[src/rtl/vga_plot_arbiter.sv]
// vga_plot_arbiter
//   Shares the single pixel-write port of the 160x120 VGA adapter among NREQ drawing engines.
//   Round-robin arbitration with an exclusive, held grant per burst. A burst that runs past
//   MAX_BURST cycles is preempted when another engine is waiting. The granted engine's
//   x/y/colour/plot are forwarded to the adapter through one register stage.
//
//   Parameters: NREQ (2..4) requesters; MAX_BURST granted cycles before forced rotation
//   (0 disables preemption).
//   Ports:
//     clock, resetn            system clock, synchronous active-low reset
//     req[NREQ]                per-requester port request, held for the whole burst
//     plot_in[NREQ]            per-requester pixel write strobe
//     x_in, y_in, colour_in    packed per-requester pixel data (8/8/3 bits each)
//     gnt[NREQ]                one-hot registered grant, zero when idle
//     vga_x/y/colour/plot      registered pixel write to the adapter
//     busy                     high while any grant is held
//
//   Optional feature: define PLOT_ARB_CLIP_EN to suppress vga_plot for pixels outside
//   160x120 (coordinates still update).
module vga_plot_arbiter #(
   parameter int unsigned NREQ      = 3,
   parameter logic [15:0] MAX_BURST = 16'd19200
) (
   input  logic              clock,
   input  logic              resetn,
   input  logic [NREQ-1:0]   req,
   input  logic [NREQ-1:0]   plot_in,
   input  logic [8*NREQ-1:0] x_in,
   input  logic [8*NREQ-1:0] y_in,
   input  logic [3*NREQ-1:0] colour_in,
   output logic [NREQ-1:0]   gnt,
   output logic [7:0]        vga_x,
   output logic [7:0]        vga_y,
   output logic [2:0]        vga_colour,
   output logic              vga_plot,
   output logic              busy
);

   localparam int unsigned OW = (NREQ > 1) ? $clog2(NREQ) : 1;

   typedef enum logic {StIdle, StGrant} state_e;

   state_e        state_q;
   logic [OW-1:0] owner_q;
   logic [OW-1:0] last_q;
   logic [15:0]   cnt_q;

   logic [OW-1:0]   win;
   logic [NREQ-1:0] win_oh;
   logic [NREQ-1:0] owner_oh;
   logic [7:0]      sel_x;
   logic [7:0]      sel_y;
   logic [2:0]      sel_colour;
   logic            pix_ok;
   logic            owner_req;
   logic            preempt;

   // Rotating-priority scan: walk from the farthest candidate back to last+1 so the
   // nearest set request after `last` is the one left in win.
   always_comb begin
      win = '0;
      for (int i = int'(NREQ); i >= 1; i--) begin
         if (req[OW'((int'(last_q) + i) % int'(NREQ))]) begin
            win = OW'((int'(last_q) + i) % int'(NREQ));
         end
      end
   end

   always_comb begin
      sel_x      = '0;
      sel_y      = '0;
      sel_colour = '0;
      win_oh     = '0;
      owner_oh   = '0;
      for (int i = 0; i < int'(NREQ); i++) begin
         win_oh[i]   = (win == OW'(i));
         owner_oh[i] = (owner_q == OW'(i));
         if (owner_q == OW'(i)) begin
            sel_x      = x_in[8*i +: 8];
            sel_y      = y_in[8*i +: 8];
            sel_colour = colour_in[3*i +: 3];
         end
      end
   end

   always_comb begin
      owner_req = |(req & owner_oh);
      preempt   = (MAX_BURST != 16'd0) && (cnt_q >= MAX_BURST - 16'd1)
                  && (|(req & ~owner_oh));
`ifdef PLOT_ARB_CLIP_EN
      pix_ok = (sel_x < 8'd160) && (sel_y < 8'd120);
`else
      pix_ok = 1'b1;
`endif
   end

   always_ff @(posedge clock) begin
      if (!resetn) begin
         state_q    <= StIdle;
         owner_q    <= '0;
         last_q     <= OW'(NREQ - 1);
         cnt_q      <= '0;
         gnt        <= '0;
         busy       <= 1'b0;
         vga_x      <= '0;
         vga_y      <= '0;
         vga_colour <= '0;
         vga_plot   <= 1'b0;
      end else begin
         if (|gnt) begin
            vga_x      <= sel_x;
            vga_y      <= sel_y;
            vga_colour <= sel_colour;
         end
         vga_plot <= (|(plot_in & gnt & req & owner_oh)) & pix_ok;

         case (state_q)
            StIdle: begin
               gnt  <= '0;
               busy <= 1'b0;
               if (|req) begin
                  gnt     <= win_oh;
                  busy    <= 1'b1;
                  owner_q <= win;
                  last_q  <= win;
                  cnt_q   <= '0;
                  state_q <= StGrant;
               end
            end
            StGrant: begin
               if (cnt_q != 16'hFFFF) cnt_q <= cnt_q + 16'd1;
               // Releasing through IDLE guarantees a one-cycle gap between grants.
               if (!owner_req || preempt) begin
                  gnt     <= '0;
                  busy    <= 1'b0;
                  state_q <= StIdle;
               end
            end
            default: state_q <= StIdle;
         endcase
      end
   end

endmodule
[config.mk]
export PLATFORM = sky130hd
export DESIGN_NAME = vga_plot_arbiter
export DESIGN_NICKNAME = d
export VERILOG_FILES = /design/src/rtl/vga_plot_arbiter.sv
export SDC_FILE = /design/constraint.sdc
export NUM_CORES = 1
export LEC_CHECK = 0
export CAP_MARGIN = 20
export CORE_UTILIZATION = 44
export CTS_CLUSTER_DIAMETER = 40
export DETAILED_ROUTE_END_ITERATION = 12
export GPL_TIMING_DRIVEN = 0
export PLACE_DENSITY = 0.86
export SYNTH_ARGS = -nofsm -noshare
export SYNTH_HDL_FRONTEND = slang
export SYNTH_SLANG_ARGS = --single-unit
export TNS_END_PERCENT = 50
[constraint.sdc]
create_clock -name clock -period 2 [get_ports clock]
set_input_delay 0.4 -clock clock [delete_from_list [all_inputs] [get_ports clock]]
set_output_delay 0.4 -clock clock [all_outputs]
set_load 0.01 [all_outputs]
======== After elaboration in Yosys (flattened, before gate mapping) ========
Cells that the tools add are included.
storage, ports and cells
  input bits .............................. 65
  logic and storage cells ................. 80
  register bits after elaboration ......... 45
cells by class
  bitwise gates (word level) .............. 7
  equal/unequal tests ..................... 8
  add/sub/neg operators ................... 4
  muxes and demuxes ....................... 32
  order comparisons ....................... 4
  div/mod/pow operators ................... 3
  reductions and logical operators ........ 12
operator list
  operator                                                                               number
  32-bit by 3-bit modulo with 32-bit output, second input constant                       3
  8-bit two-way mux                                                                      6
  16-bit two-way mux                                                                     2
  16-bit one-hot mux with 2 select lines                                                 1
  16-bit by 1-bit adder with 16-bit output, second input constant                        1
  16-bit by 15-bit greater-or-equal comparator with 1-bit output, second input constant  1
  16-bit != test, second input constant                                                  1
  3-bit bitwise AND                                                                      5
  3-bit two-way mux                                                                      5
  3-bit OR reduction                                                                     5
  2-bit by 4-bit < comparator with 1-bit output, second input constant                   3
  1-bit two-way mux                                                                      9
  2-bit by 2-bit adder with 3-bit output, second input constant                          2
  1-bit binary-select mux with 2-bit select                                              3
  2-bit two-way mux                                                                      3
  3-bit one-hot mux with 2 select lines                                                  1
  2-bit by 1-bit == test with 1-bit output, second input constant                        2
  2-bit == test, second input constant                                                   2
  2-bit zero test                                                                        2
  2-bit by 1-bit != test with 1-bit output, second input constant                        2
  1-bit one-hot mux with 2 select lines                                                  2
  2-bit AND reduction                                                                    2
  2-bit by 1-bit adder with 3-bit output, second input constant                          1
  3-bit inverter                                                                         1
  5 further kinds                                                                        5

======== Depth between registers and ports, before layout ========
Gate-level depths: netlist (run 1).
  depth after elaboration ................. 11
  depth in mapped cells ................... 7

======== Worst setup path after synthesis (run 1) ========
OpenSTA, ideal clock, no wires.
  kind .................................... reg-to-reg
  start ................................... reg cnt_q[0]
  end ..................................... reg cnt_q[11]
  data arrival time ....................... 1702 ps
  buffers on the path ..................... 0
  setup slack ............................. 177 ps
  stages on the path, launching flop included .. 7
  setup time .............................. 121 ps
  cell sequence ........................... dfxtp_1 ha_1 nand4_4 o41a_4 and4_4 xnor2_1 nor2_1
between the ends
  longest elaborated chain between the ends .. 3
  elaborated cells between the ends (all ways) .. 6
  classes of those cells .................. add/sub: 1; eq/ne: 2; mux: 2; reduce/logical: 1
ends and longest elaborated chain
  element                                                                         line  RTL
  start, declared                                                                 46    logic [15:0] cnt_q;
  start signal, assigned                                                          131   if (cnt_q != 16'hFFFF) cnt_q <= cnt_q + 16'd1;
  16-bit by 1-bit adder with 16-bit output or 16-bit != test (tied branches)      131
  16-bit two-way mux or 2-bit by 1-bit != test with 1-bit output (tied branches)  -
  16-bit one-hot mux with 2 select lines or 2-bit AND reduction (tied branches)   -
Several ways; a longest one is shown, not always the timed one. The select of a mux whose other input is x is not followed.
A chain may end at the register's enable or synchronous reset.

======== Worst setup path in the final report (run 1) ========
  start ................................... reg cnt_q[0]
  end ..................................... reg cnt_q[6]
Same word-level chain as after synthesis.

==> reports/results.ini, run 1 <==
[grt]
antenna_found_initial = 0
grt_pass1_vias = 2516
grt_start_max_net_pins = 14
gr-total-overflow = 0
grtUsageTotal_pct = 24.3
grt_pass1_wl_um = 11500

[synth]
yosysWarnings = 0
synthCells = 317
synth.avg_cell_area_um2 = 7.96
synthesis.area_mm2 = 0.00252
syn_nets = 387
synth-seq-cells = 44
seq_area_frac_synth_pct = 34.9
yosysUniqueCellTypes = 47

[setup_path]
critPathKind = reg -> reg
reg2reg_slack_ns = 0.07
cp.arrival_ns = 2.11
worstSetupEndpointType = flop
cp-start-kind = flop
critPathLaunch = cnt_q[0]
required_ns = 2.18
r2r-start = cnt_q[0]
cp_max_fo = 8

[timing]
relSlewSlack_pct = 51.1
fin_crit_sh_pct = 96.5
whs_ns = 0.480
finalHoldViolCount = 0
finClkSkew_ns = 0.00853
setup_violations = 0
fin_crit_ns = 1.93
worstMarginPinSlew_ns = 0.730
drv_slew = 0
max_freq_mhz = 518
timing.setup.tns_ns = 0

[die]
rows = 27
die_y_um = 77.7
die_w_um = 77.7
dieArea_mm2 = 0.00604
core_area_mm2 = 0.00551
start_util_pct = 45.8
pin_count = 89

[routing]
routed_wirelength_um = 7260
dr.pass1.iters = 4
wl_per_cell_um = 15.1
via_count = 2697
viasPerCell = 5.60
antenna_left = 0
drc = 0
drt_iter0_drc = 214

[cts]
cts_resized = 0
cts_hold_buf = 0
cts-root-buf = clkbuf_8
clk_pin_slew_ns = 0.08
cts_tree = built
postCtsSetupBuffers = 0
cts_made_buffers = 5
h-tree-depth = 2
cts.sinks = 44
insertion_delay_ns = 0.31
clockBufferDepth = 2

[worst_hold_path]
hp-class = reg -> reg
hp-start = busy

[layout]
antenna_cells = 0
final_nets = 479
final_common_cell = clkdlybuf4s50_1
finish.utilization_pct = 65.3
drive_above_1_share_pct = 8.54
most-common-layout-cells = 85 x clkdlybuf4s50_1, 61 x nor2_1, 41 x dfxtp_1
multi_input_area_mm2 = 0.00154
fillers = 470
final-seq-area_um2 = 885
design_area_mm2 = 0.00359
area_growth_pct = 42.5

[power_and_ir_drop]
vdd_drop_max_mv = 0.479
power.leakage_nw = 1.31
powerDensity_mw_per_mm2 = 841

[outcome]
status = complete, no violations

[place]
port-buffer-count = 85
dp_hpwl_um = 5430
place_congestion = 0.902
place_area_mm2 = 0.00346

[job]
maxCapViolCount = 0

## sequential cells by signal (all words and copies together) (netlist names)
signal / flops
cnt_q: 16
state_q: 1
last_q: 1
vga_y: 8
owner_q: 2
vga_colour: 3
vga_x: 8
gnt: 3
vga_plot: 1
busy: 1
## logic make-up (layout without fill, tap and decap cells)
logic type                 count (synthesis)  count (layout)  share of synthesized area [%]
AOI/OAI and AO/OA                         85              85                           22.2
xor gates and xnor gates                   8               8                           2.78
adders and majority gates                  5               5                           2.48
buffers and inverters                     27             120                           4.66
DFF                                       44              44                           34.9
muxes                                     22              22                           8.73
and+or+nand+nor                          126             126                           24.2
## power by group
| group | internal (mW) | switching (mW) |
|---|---|---|
| Combinational | 0.603 | 0.630 |
| Sequential | 1.02 | 0.0914 |
| Clock | 0.371 | 0.305 |
## metal layers
| metal | wire length, µm | share of wire [%] | track usage [%] |
|---|---|---|---|
| met3 | 348 | 4.8 | 4.00 |
| met1 | 3020 | 42 | 28.9 |
| met4 | 259 | 3.6 | 12.3 |
| met5 | 0 | 0 | 0 |
| met2 | 3630 | 50 | 42.0 |
## worst max-delay path, stage by stage, from the launching register on
cell and delay (ns):
dfxtp_1 0.39, ha_2 0.25, nand4_4 0.18, o41a_4 0.60
o211ai_2 0.17, xor2_1 0.17, nor2_1 0.06
## through the flow
stage	instances	power, mW	setup WS, ns
after detailed placement	474	2.34	0.0170
final	482	3.02	0.0707
after global routing	482	3.21	-0.00403
after CTS	482	3.01	0.00580
after global placement	474	2.30	0.0650
after floorplan	317	1.79	0.177
## final timing paths
kind / end / cells after the start
setup / recovery: cnt_q[6] / 6
hold / removal: busy / 2
hold reg to reg: busy / 2
setup reg to reg: cnt_q[6] / 6
## cell type report
class                      instances  share of cell area, %
timing repair buffer              85                   23.7
sequential                        44                   24.6
buffer                            20                   2.58
inverter                           7                  0.731
clock inverter                     2                  0.975
multi-input combinational        246                   42.9
clock buffer                       6                   2.02
tap                               72                   2.51
## synth_stat cells, drive strengths merged
cell     number  area (µm²)
o22a          2        18.8
o41ai         1        27.5
nand3b        1        7.51
o22ai         3        18.8
o21a          1        7.51
a31oi         1        6.26
or3           4        25.0
nor4          1        6.26
and2          1        6.26
mux2i        22         220
buf           9        50.0
o21ai        12        60.1
nor2         62         235
a211oi       21         158
a21o          1        7.51
a221oi        1        8.76
nor4b         1        8.76
and4          2        21.3
nand2        19        71.3
a21oi        36         180
nand4        11        90.1
o2bb2ai       1        8.76
nand4b        1        8.76
clkbuf       11        41.3
inv           7        26.3
or2           2        12.5
o211ai        2        20.0
o41a          1        21.3
xor2          6        52.6
dfxtp        44         881
nand3         8        40.0
nand2b        2        12.5
xnor2         2        17.5
o221ai        2        17.5
nor3          5        25.0
nor2b         4        25.0
ha            5        62.6
and3          2        15.0
Note: power is estimated with default switching activity, not from simulation.
==> run 2: changes to the inputs <==
TNS_END_PERCENT = not set   (was 50)
==> reports/results.ini, run 2 (synthesis gave the netlist of run 1 again) <==
[outcome]
status = complete, no violations

[routing]
antenna_left = 0
dr.pass1.iters = 4
wl_per_cell_um = 15.0
drt_iter0_drc = 173
routed_wirelength_um = 7260
drc = 0
via_count = 2697
viasPerCell = 5.58

[power_and_ir_drop]
clkPwrFrac_pct = 22.3
powerDensity_mw_per_mm2 = 841
combinationalPowerShare_pct = 40.9
sw_frac_of_total_pct = 34.0
vdd_drop_max_mv = 0.479
switching_power_mw = 1.03
power.leakage_nw = 1.32
seq_power_share_pct = 36.8
power.internal_mw = 2.00
finalPower_mw = 3.03

[timing]
fin_crit_ns = 1.92
relSlewSlack_pct = 50.9
setup_violations = 0
fin_crit_sh_pct = 96.0
finClkSkew_ns = 0.00973
whs_ns = 0.480
max_freq_mhz = 521
timing.setup.tns_ns = 0
finalHoldViolCount = 0
drv_slew = 0
worstMarginPinSlew_ns = 0.733

[layout]
most-common-layout-cells = 85 x clkdlybuf4s50_1, 61 x nor2_1, 43 x dfxtp_1
final_nets = 480
regMostFlops = cnt_q
reg.largest.list = cnt_q: 16 flops, vga_x: 8 flops, vga_y: 8 flops
final-seq-area_um2 = 882
area_growth_pct = 42.7
largest_reg_flops = 16
antenna_cells = 0
fin_cells = 483
multi_input_area_mm2 = 0.00154
fillers = 468
drive_above_1_share_pct = 8.27
finish.utilization_pct = 65.3
final_common_cell = clkdlybuf4s50_1

[grt]
antenna_found_initial = 0
grt_start_max_net_pins = 14
grt_pass1_wl_um = 11500
grtUsageTotal_pct = 24.3
gr-total-overflow = 0
grt_pass1_vias = 2516

[cts]
cts_tree = built
cts_made_buffers = 5
cts.sinks = 44
cts-root-buf = clkbuf_8
clk_pin_slew_ns = 0.08
clockBufferDepth = 2
h-tree-depth = 2
cts_hold_buf = 0
insertion_delay_ns = 0.31

[setup_path]
cp-start-kind = flop
required_ns = 2.19
critPathKind = reg -> reg
cp.arrival_ns = 2.11
worstSetupEndpointType = flop
cp_max_fo = 8

[die]
pin_count = 89
rows = 27
die_y_um = 77.7
die_w_um = 77.7
dieArea_mm2 = 0.00604
core_area_mm2 = 0.00551
start_util_pct = 45.8

[place]
dp_cells = 474
place_congestion = 0.902
port-buffer-count = 85
dp_hpwl_um = 5430

[worst_hold_path]
hp-class = reg -> reg

[job]
maxCapViolCount = 0

## run 2: path summary, 6_finish.rpt
path | start | end | slack (ns) | depth (start not counted)
setup / recovery | cnt_q[0] | cnt_q[6] | 0.08 | 6
hold / removal | busy | busy | 0.48 | 2
setup reg to reg | cnt_q[0] | cnt_q[6] | 0.08 | 6
hold reg to reg | busy | busy | 0.48 | 2
## run 2: worst max-delay path, cell delays in order (launching register included)
cell,delay [ns]
dfxtp_1,0.39
ha_2,0.25
nand4_4,0.18
o41a_4,0.60
o211ai_2,0.16
xor2_1,0.17
nor2_1,0.06
## run 2: repair_timing
item                                   4_1_cts  5_1_grt
setup endpoints to repair                    0       22
resized for setup                            0        6
setup buffers                                0        1
endpoints found under the hold margin        0        0
## run 2: power groups by stage
stage / Combinational, mW / Sequential (mW) / Clock [mW]
finish: 1.24 / 1.11 / 0.676
global route: 1.36 / 1.13 / 0.726
CTS: 1.21 / 1.11 / 0.682
detailed placement: 1.21 / 1.13 / 0
global placement: 1.18 / 1.13 / 0
floorplan: 0.606 / 1.18 / 0
## run 2: routing by layer
layer	GRT usage (%)	part of all wire, %	wire length, µm	vias up
met5	0	0	0	-
met4	12.3	3.7	268	0
met3	4.00	4.6	332	21
met2	42.0	50	3630	87
met1	28.9	42	3030	1264
li1	-	-	-	1325
## run 2: metrics by stage
step	worst slack, ns	cell area [µm²]
2_1_floorplan	0.177	2520
3_3_place_gp	0.0650	3460
3_5_place_dp	0.0170	3460
4_1_cts	0.00580	3570
5_1_grt	-0.00646	3600
6_report	0.0802	3600
## run 2: area by class of cell
cell class	count	share of cell area (%)
Buffer	20	2.57
Clock buffer	6	2.02
Clock inverter	2	0.974
Inverter	7	0.730
Multi-Input combinational cell	246	42.8
Sequential cell	44	24.5
Tap cell	72	2.50
Timing Repair Buffer	86	23.9
